$ cat config.mk
export PLATFORM = sky130hd
export DESIGN_NAME = fetch_unit
export DESIGN_NICKNAME = d
export VERILOG_FILES = /design/src/rtl/fetch_unit.sv
export SDC_FILE = /design/constraint.sdc
export NUM_CORES = 1
export LEC_CHECK = 0
export CORE_MARGIN = 4
export CORE_UTILIZATION = 35
export DETAILED_ROUTE_END_ITERATION = 7
export GPL_ROUTABILITY_DRIVEN = 1
export GPL_TIMING_DRIVEN = 0
export PLACE_DENSITY = 0.76
export SYNTH_ARGS = -nofsm -noshare
export SYNTH_HDL_FRONTEND = slang
export SYNTH_SLANG_ARGS = --single-unit
$ cat constraint.sdc
create_clock -name clk -period 2.55 [get_ports clk]
set_input_delay 0.255 -clock clk [delete_from_list [all_inputs] [get_ports clk]]
set_output_delay 0.255 -clock clk [all_outputs]
set_load 0.01 [all_outputs]
$ cat src/rtl/fetch_unit.sv
// fetch_unit: picoMIPS fetch stage holding the PC, slicing ROM words and debouncing SW8.
module fetch_unit #(
  parameter int O_SIZE     = 6,
  parameter int R_SIZE     = 3,
  parameter int IMM_SIZE   = 8,
  parameter int PC_SIZE    = 6,
  parameter int PROG_LEN   = 64,
  parameter int DEB_CYCLES = 4
) (
  input  logic                                clk,
  input  logic                                nReset,
  input  logic                                pcInc,
  input  logic                                demoSwitchRaw,
  input  logic [O_SIZE+2*R_SIZE+IMM_SIZE-1:0] romData,
  output logic [PC_SIZE-1:0]                  romAddr,
  output logic [O_SIZE-1:0]                   opCode,
  output logic [R_SIZE-1:0]                   regD,
  output logic [R_SIZE-1:0]                   regS,
  output logic [IMM_SIZE-1:0]                 immediate,
  output logic                                instrValid,
  output logic [PC_SIZE-1:0]                  pc,
  output logic                                demoSwitch,
  output logic [15:0]                         retired
);
  localparam int W  = O_SIZE + 2*R_SIZE + IMM_SIZE;
  localparam int CW = $clog2(DEB_CYCLES + 1);
  typedef enum logic {FILL, RUN} state_t;
  state_t state;
  logic [PC_SIZE-1:0] nextPc;
  logic adv, sync1, swS;
  logic [CW-1:0] debCnt;
  assign nextPc    = (pc == PC_SIZE'(PROG_LEN - 1)) ? '0 : pc + 1'b1;
  assign adv       = (state == RUN) && pcInc;
  // Presenting nextPc early lets the registered ROM deliver one word per cycle.
  assign romAddr   = adv ? nextPc : pc;
  assign opCode    = romData[W-1 -: O_SIZE];
  assign regD      = romData[W-O_SIZE-1 -: R_SIZE];
  assign regS      = romData[W-O_SIZE-R_SIZE-1 -: R_SIZE];
  assign immediate = romData[IMM_SIZE-1:0];
  always_ff @(posedge clk or negedge nReset)
    if (!nReset) begin
      state      <= FILL;
      pc         <= '0;
      instrValid <= 1'b0;
      retired    <= '0;
    end else begin
      state      <= RUN;
      instrValid <= 1'b1;
      if (adv) pc <= nextPc;
      retired    <= retired + 16'(adv && retired != 16'hFFFF);
    end
  // Switch only after DEB_CYCLES consecutive synchronised disagreements.
  always_ff @(posedge clk or negedge nReset)
    if (!nReset) begin
      sync1      <= 1'b0;
      swS        <= 1'b0;
      debCnt     <= '0;
      demoSwitch <= 1'b0;
    end else begin
      sync1 <= demoSwitchRaw;
      swS   <= sync1;
      if (swS == demoSwitch) debCnt <= '0;
      else if (debCnt == CW'(DEB_CYCLES - 1)) begin
        demoSwitch <= swS;
        debCnt     <= '0;
      end else debCnt <= debCnt + 1'b1;
    end
endmodule
## After elaboration in Yosys (flattened, before gate mapping)

Index checks and enable logic that the tools add are counted.

- Register bits after elaboration: 29
- Latch bits: 0
- RAM bits: 0
- Memory bits (read-only): 0
- Bits of input ports: 24
- Output and inout port bits: 50
- Logic and storage cells: 22
- Memories kept: 0

- $add $sub $neg: 3
- $mul: 0
- Div/mod/pow operators: 0
- Magnitude comparators: 0
- Eq/ne operators: 4
- Shift-type cells: 0
- Multiplexer cells: 4
- Bitwise operators: 1
- Reductions and logical operators: 3

Operators with widths:

| cell | number |
|---|---|
| $add A16 B1 Y16 | 1 |
| $ne A16 B16 Y1 const B | 1 |
| $mux W6 | 2 |
| $add A6 B1 Y6 const B | 1 |
| $eq A6 B6 Y1 const B | 1 |
| $mux W3 | 2 |
| $add A3 B1 Y3 const B | 1 |
| $eq A3 B2 Y1 const B | 1 |
| $logic_and A1 B1 Y1 | 2 |
| $reduce_and A2 Y1 | 1 |
| $eq A1 B1 Y1 | 1 |
| $not A1 Y1 | 1 |

## Logic depth before layout (Yosys ltp)

- Depth in word-level cells: 3
- Depth in mapped cells: 10
- Gate-level depth less buffers: 9

## Least setup slack after synthesis

OpenSTA, ideal clock, no wires.

- Path type: register to register
- From: register retired[6]
- To: register retired[8]
- Library setup time: 0.128 ns
- Arrival time: 2.227 ns
- Required time: 2.422 ns
- Path slack: 0.195 ns
- Cell stages (with the launch flop): 11
- Path buffers: 1
- Period minus slack after synthesis: 2.355 ns
- Cells stage by stage: dfrtp_1 > nand3_2 > or3_1 > buf_6 > o31a_1 > ha_1 > ha_1 > and3_1 > nand3_2 > nor2_1 > xor2_1

- Word-level cells in the longest chain between the ends: 3

RTL lines:

| element | RTL line | RTL |
|---|---|---|
| start: declaration | 23 | `output logic [15:0] retired` |
| start signal: assignment | 50 | `retired <= retired + 16'(adv && retired != 16'hFFFF);` |
| $ne A16 B16 Y1 | 50 |  |
| $logic_and A1 B1 Y1 | 50 |  |
| $add A16 B1 Y16 (*) | 50 |  |

Mark *: on every way between the ends. The rest lies on a longest branch, timed or not.
A chain may end at the register's enable or synchronous reset.

## Worst setup path after layout

- From: register retired[7]
- To: register retired[8]

The elaborated chain is that of the path after synthesis.

==> results_tabular.tex <==
\begin{tabular}{lr}
\hline
Metric & Value \\
\hline
\multicolumn{2}{l}{\textbf{Route}} \\
Detail-routed via count per cell & between 4 and 5 \\
Total routed wirelength & 3050 um \\
WL per Instance & approximately 13 um \\
Detailed-router iteration count before antenna repair & 4 \\
Final routed DRC violation total & 0 \\
Post-detailed-route count of antenna-violating nets & 0 \\
Total via count in the routed design & $\sim$1000 \\
Number of DRC violations after detailed-routing iteration 0 & 17 \\
\multicolumn{2}{l}{\textbf{Timing}} \\
Final clock skew & $\sim$0.0075 ns \\
Number of failing hold endpoints at the final stage & 29 \\
FMAX & 0.416 GHz \\
Final clock period utilization by the worst path & between 90\% and 100\% \\
Worst Max-Slew Pin Slew & around 0.62 ns \\
Setup repair after global routing missed its margin & no \\
Final critical path time including I/O delays and setup & roughly 2.4 ns \\
Setup violation total in the final timing report & 0 \\
Number of pins with negative max-slew slack in the final report & 0 \\
Fin Hold WS & -0.0153 ns \\
Max transition margin & 58.9\% \\
\multicolumn{2}{l}{\textbf{Die}} \\
Die height & 71.1 um \\
Core Rows & 22 \\
Horizontal die dimension & about 70 um \\
Area of the core & $\sim$3700 um2 \\
I/O pin cnt & 74 \\
Initial core utilization & between 30\% and 40\% \\
Full die area & between 5000 and 6000 um2 \\
\multicolumn{2}{l}{\textbf{Finish}} \\
Fraction of layout cells with a size suffix above 1 & about a quarter \\
Most common library cell in the layout ignoring fill and taps & clkdlybuf4s50\_1 \\
Non-filler cells in the finished layout & between 200 and 250 \\
Commonest cells after routing, fill and taps aside & 52 x clkdlybuf4s50\_1, 27 x dfrtp\_1, 21 x buf\_4 \\
Number of antenna cells inserted & 0 \\
Design area & 2100 um2 \\
Final \#Nets & 207 \\
Layout overhead on the synthesized area & 50.4\% \\
\multicolumn{2}{l}{\textbf{Clock tree}} \\
TritonCTS clock tree & yes \\
TritonCTS sink count & 29 \\
Cts bufs inserted & 5 \\
Cell at the root of the clock tree & clkbuf\_8 \\
CTS Hold Buffers Added & 0 \\
Clock-pin slew reported for the worst setup and hold paths after clock tree synthesis & around 0.06 ns \\
Max Buffers Root-to-Sink & 2 \\
Clock latency of the later-clocked register in the worst-skew pair & around 0.28 ns \\
Htree depth & 2 \\
\multicolumn{2}{l}{\textbf{Synthesis}} \\
Top flip-flop cell by instance count after synthesis & dfrtp\_1 \\
Number of flops mapped to enable cells by yosys & 0 \\
Async set-or-reset flop fraction in the synthesized netlist & 100\% \\
Synthesized flop and latch total & 29 \\
Net count of the mapped netlist & about 150 \\
Share of synthesized area occupied by flip-flops and latches & between 50\% and 60\% \\
Post-Synthesis Cell Area & 1400 um2 \\
Number of library cell types mapped by synthesis & 28 \\
Ys Warns & 0 \\
Gate count of the mapped netlist & $\sim$120 \\
Mean post-synth cell area & about 12 um2 \\
\multicolumn{2}{l}{\textbf{Run status}} \\
Violations in the final reports & negative hold slack \\
Outcome & finished, violations left \\
\multicolumn{2}{l}{\textbf{Setup path}} \\
Worst setup path class & register to register \\
CP Cell Sequence & nand3\_2, or3\_1, buf\_6, o31a\_1, ha\_2, ha\_1, and3\_1, nand3\_2, nor2\_1, xor2\_1 \\
Capturing element type of the critical path & register \\
Worst EP arrival & between 2 and 3 ns \\
Highest fanout seen on the critical path & 6 \\
Crit-path max cell delay & roughly 0.40 ns \\
Critical path's top delay family & simple AND/OR/NAND/NOR gates \\
Bufs and invs on worst path & 1 \\
Cell type of the slowest stage on the worst timing path & dfrtp\_2 \\
Worst Path Required & about 2.7 ns \\
Launching element type of the critical path & register \\
Top cell by count, worst path & nand3\_2 \\
\multicolumn{2}{l}{\textbf{GRT}} \\
Number of global-route vias before repair & about 1100 \\
GR Util All Layers & 12.5\% \\
Largest net degree at the start of global routing & 30 \\
Remaining global-route overflow & 0 \\
Wire length of the first global-routing pass & slightly below 5000 um \\
Initial antenna violation count & 0 \\
\multicolumn{2}{l}{\textbf{Place}} \\
Detailed-placement wirelength estimate & 2340 um \\
Number of placed instances with taps included & 220 \\
Cell area after placement & $\sim$2000 um2 \\
Routability congestion estimate & between 0.7 and 0.8 \\
I/O Buffers & 53 \\
\multicolumn{2}{l}{\textbf{Pwr}} \\
Total chip power & between 1.5 and 2 mW \\
IR drop worst, VDD & 0.000416 V \\
Leakage Power & a little over 0.9 nW \\
PD cells & approximately 810 nW/um2 \\
\multicolumn{2}{l}{\textbf{Min path}} \\
HP Class & input port to asynchronous set/reset pin \\
\multicolumn{2}{l}{\textbf{Run}} \\
Maximum Capacitance Violations & 0 \\
\hline
\end{tabular}
[kinds of logic (layout without fill, tap and decap cells)]
logic type,count (synthesis),in the layout,synth area share (%)
xor+xnor,18,18,11.3
other cells,1,1,0.269
compound gates,4,4,2.24
buf+inv,25,86,12.6
fa+ha+maj,4,4,3.59
simple gates,36,36,16.3
mux,2,2,1.61
flops,29,29,52.0
[metal layers]
metal	vias to the layer above	track usage, %	part of all wire (%)
li1	498	-	-
met1	488	14.3	41
met2	50	19.5	48
met3	10	4.97	8.2
met4	0	7.52	2.8
met5	-	0	0
[area by class of cell]
class	count	area, um2
Multi-Input combinational cell	65	503
Timing Repair Buffer	54	533
Buffer	21	161
Sequential cell	29	728
Clock buffer	7	96.3
Tap cell	48	60.1
Fill cell	322	1650
Inverter	3	11.3
Clock inverter	1	5.00
[stage by stage]
| stage | hold WS [ns] | setup WS [ns] | setup TNS, ns | utilization [%] |
|---|---|---|---|---|
| finish | -0.0153 | 0.149 | 0 | 56.0 |
| global route | 0.0367 | 0.0349 | 0 | 56.0 |
| CTS | 0.352 | 0.0113 | 0 | 55.7 |
| detailed placement | 0.339 | -0.0471 | -0.0605 | 53.0 |
| global placement | 0.343 | 0.0399 | 0 | 53.0 |
| floorplan | -0.0406 | 0.195 | 0 | - |
[synthesized netlist by cell type (3+ instances only)]
cell | n | area, um2
nor3_2 | 4 | 40.0
xnor2_1 | 11 | 96.3
ha_1 | 4 | 50.1
xor2_1 | 7 | 61.3
nor2_1 | 3 | 11.3
nand2_1 | 7 | 26.3
dfrtp_1 | 29 | 726
nand3_2 | 3 | 30.0
buf_4 | 20 | 150
nand3_1 | 4 | 20.0
inv_1 | 3 | 11.3
nand4_1 | 4 | 25.0
[power by group]
group	internal [mW]	switching [mW]	leakage, nW
combinational	0.366	0.234	0.517
sequential	0.566	0.116	0.351
clock	0.243	0.167	0.0542
[state kept, by name, indices dropped and copies added, names as in the netlist]
register	flops
debCnt	3
demoSwitch	1
pc	6
retired	16
state	1
swS	1
sync1	1
[final timing paths]
check                      startpoint          end  slack (ns)  cells after the start
max                        retired[7]   retired[8]        0.15                     10
min                            nReset  retired[12]       -0.02                      1
max reg2reg                retired[7]   retired[8]        0.15                     10
min reg2reg                     sync1          swS        0.35                      0
max in group asynchronous      nReset   retired[6]        2.12                      1
min in group clk                sync1          swS        0.35                      0
[timing repair]
action / 4_1_cts / 5_1_grt
setup buffers: 0 / 1
endpoints found under the setup margin: 0 / 6
resized for setup: 0 / 4
Power figures use the tool's default switching activity.
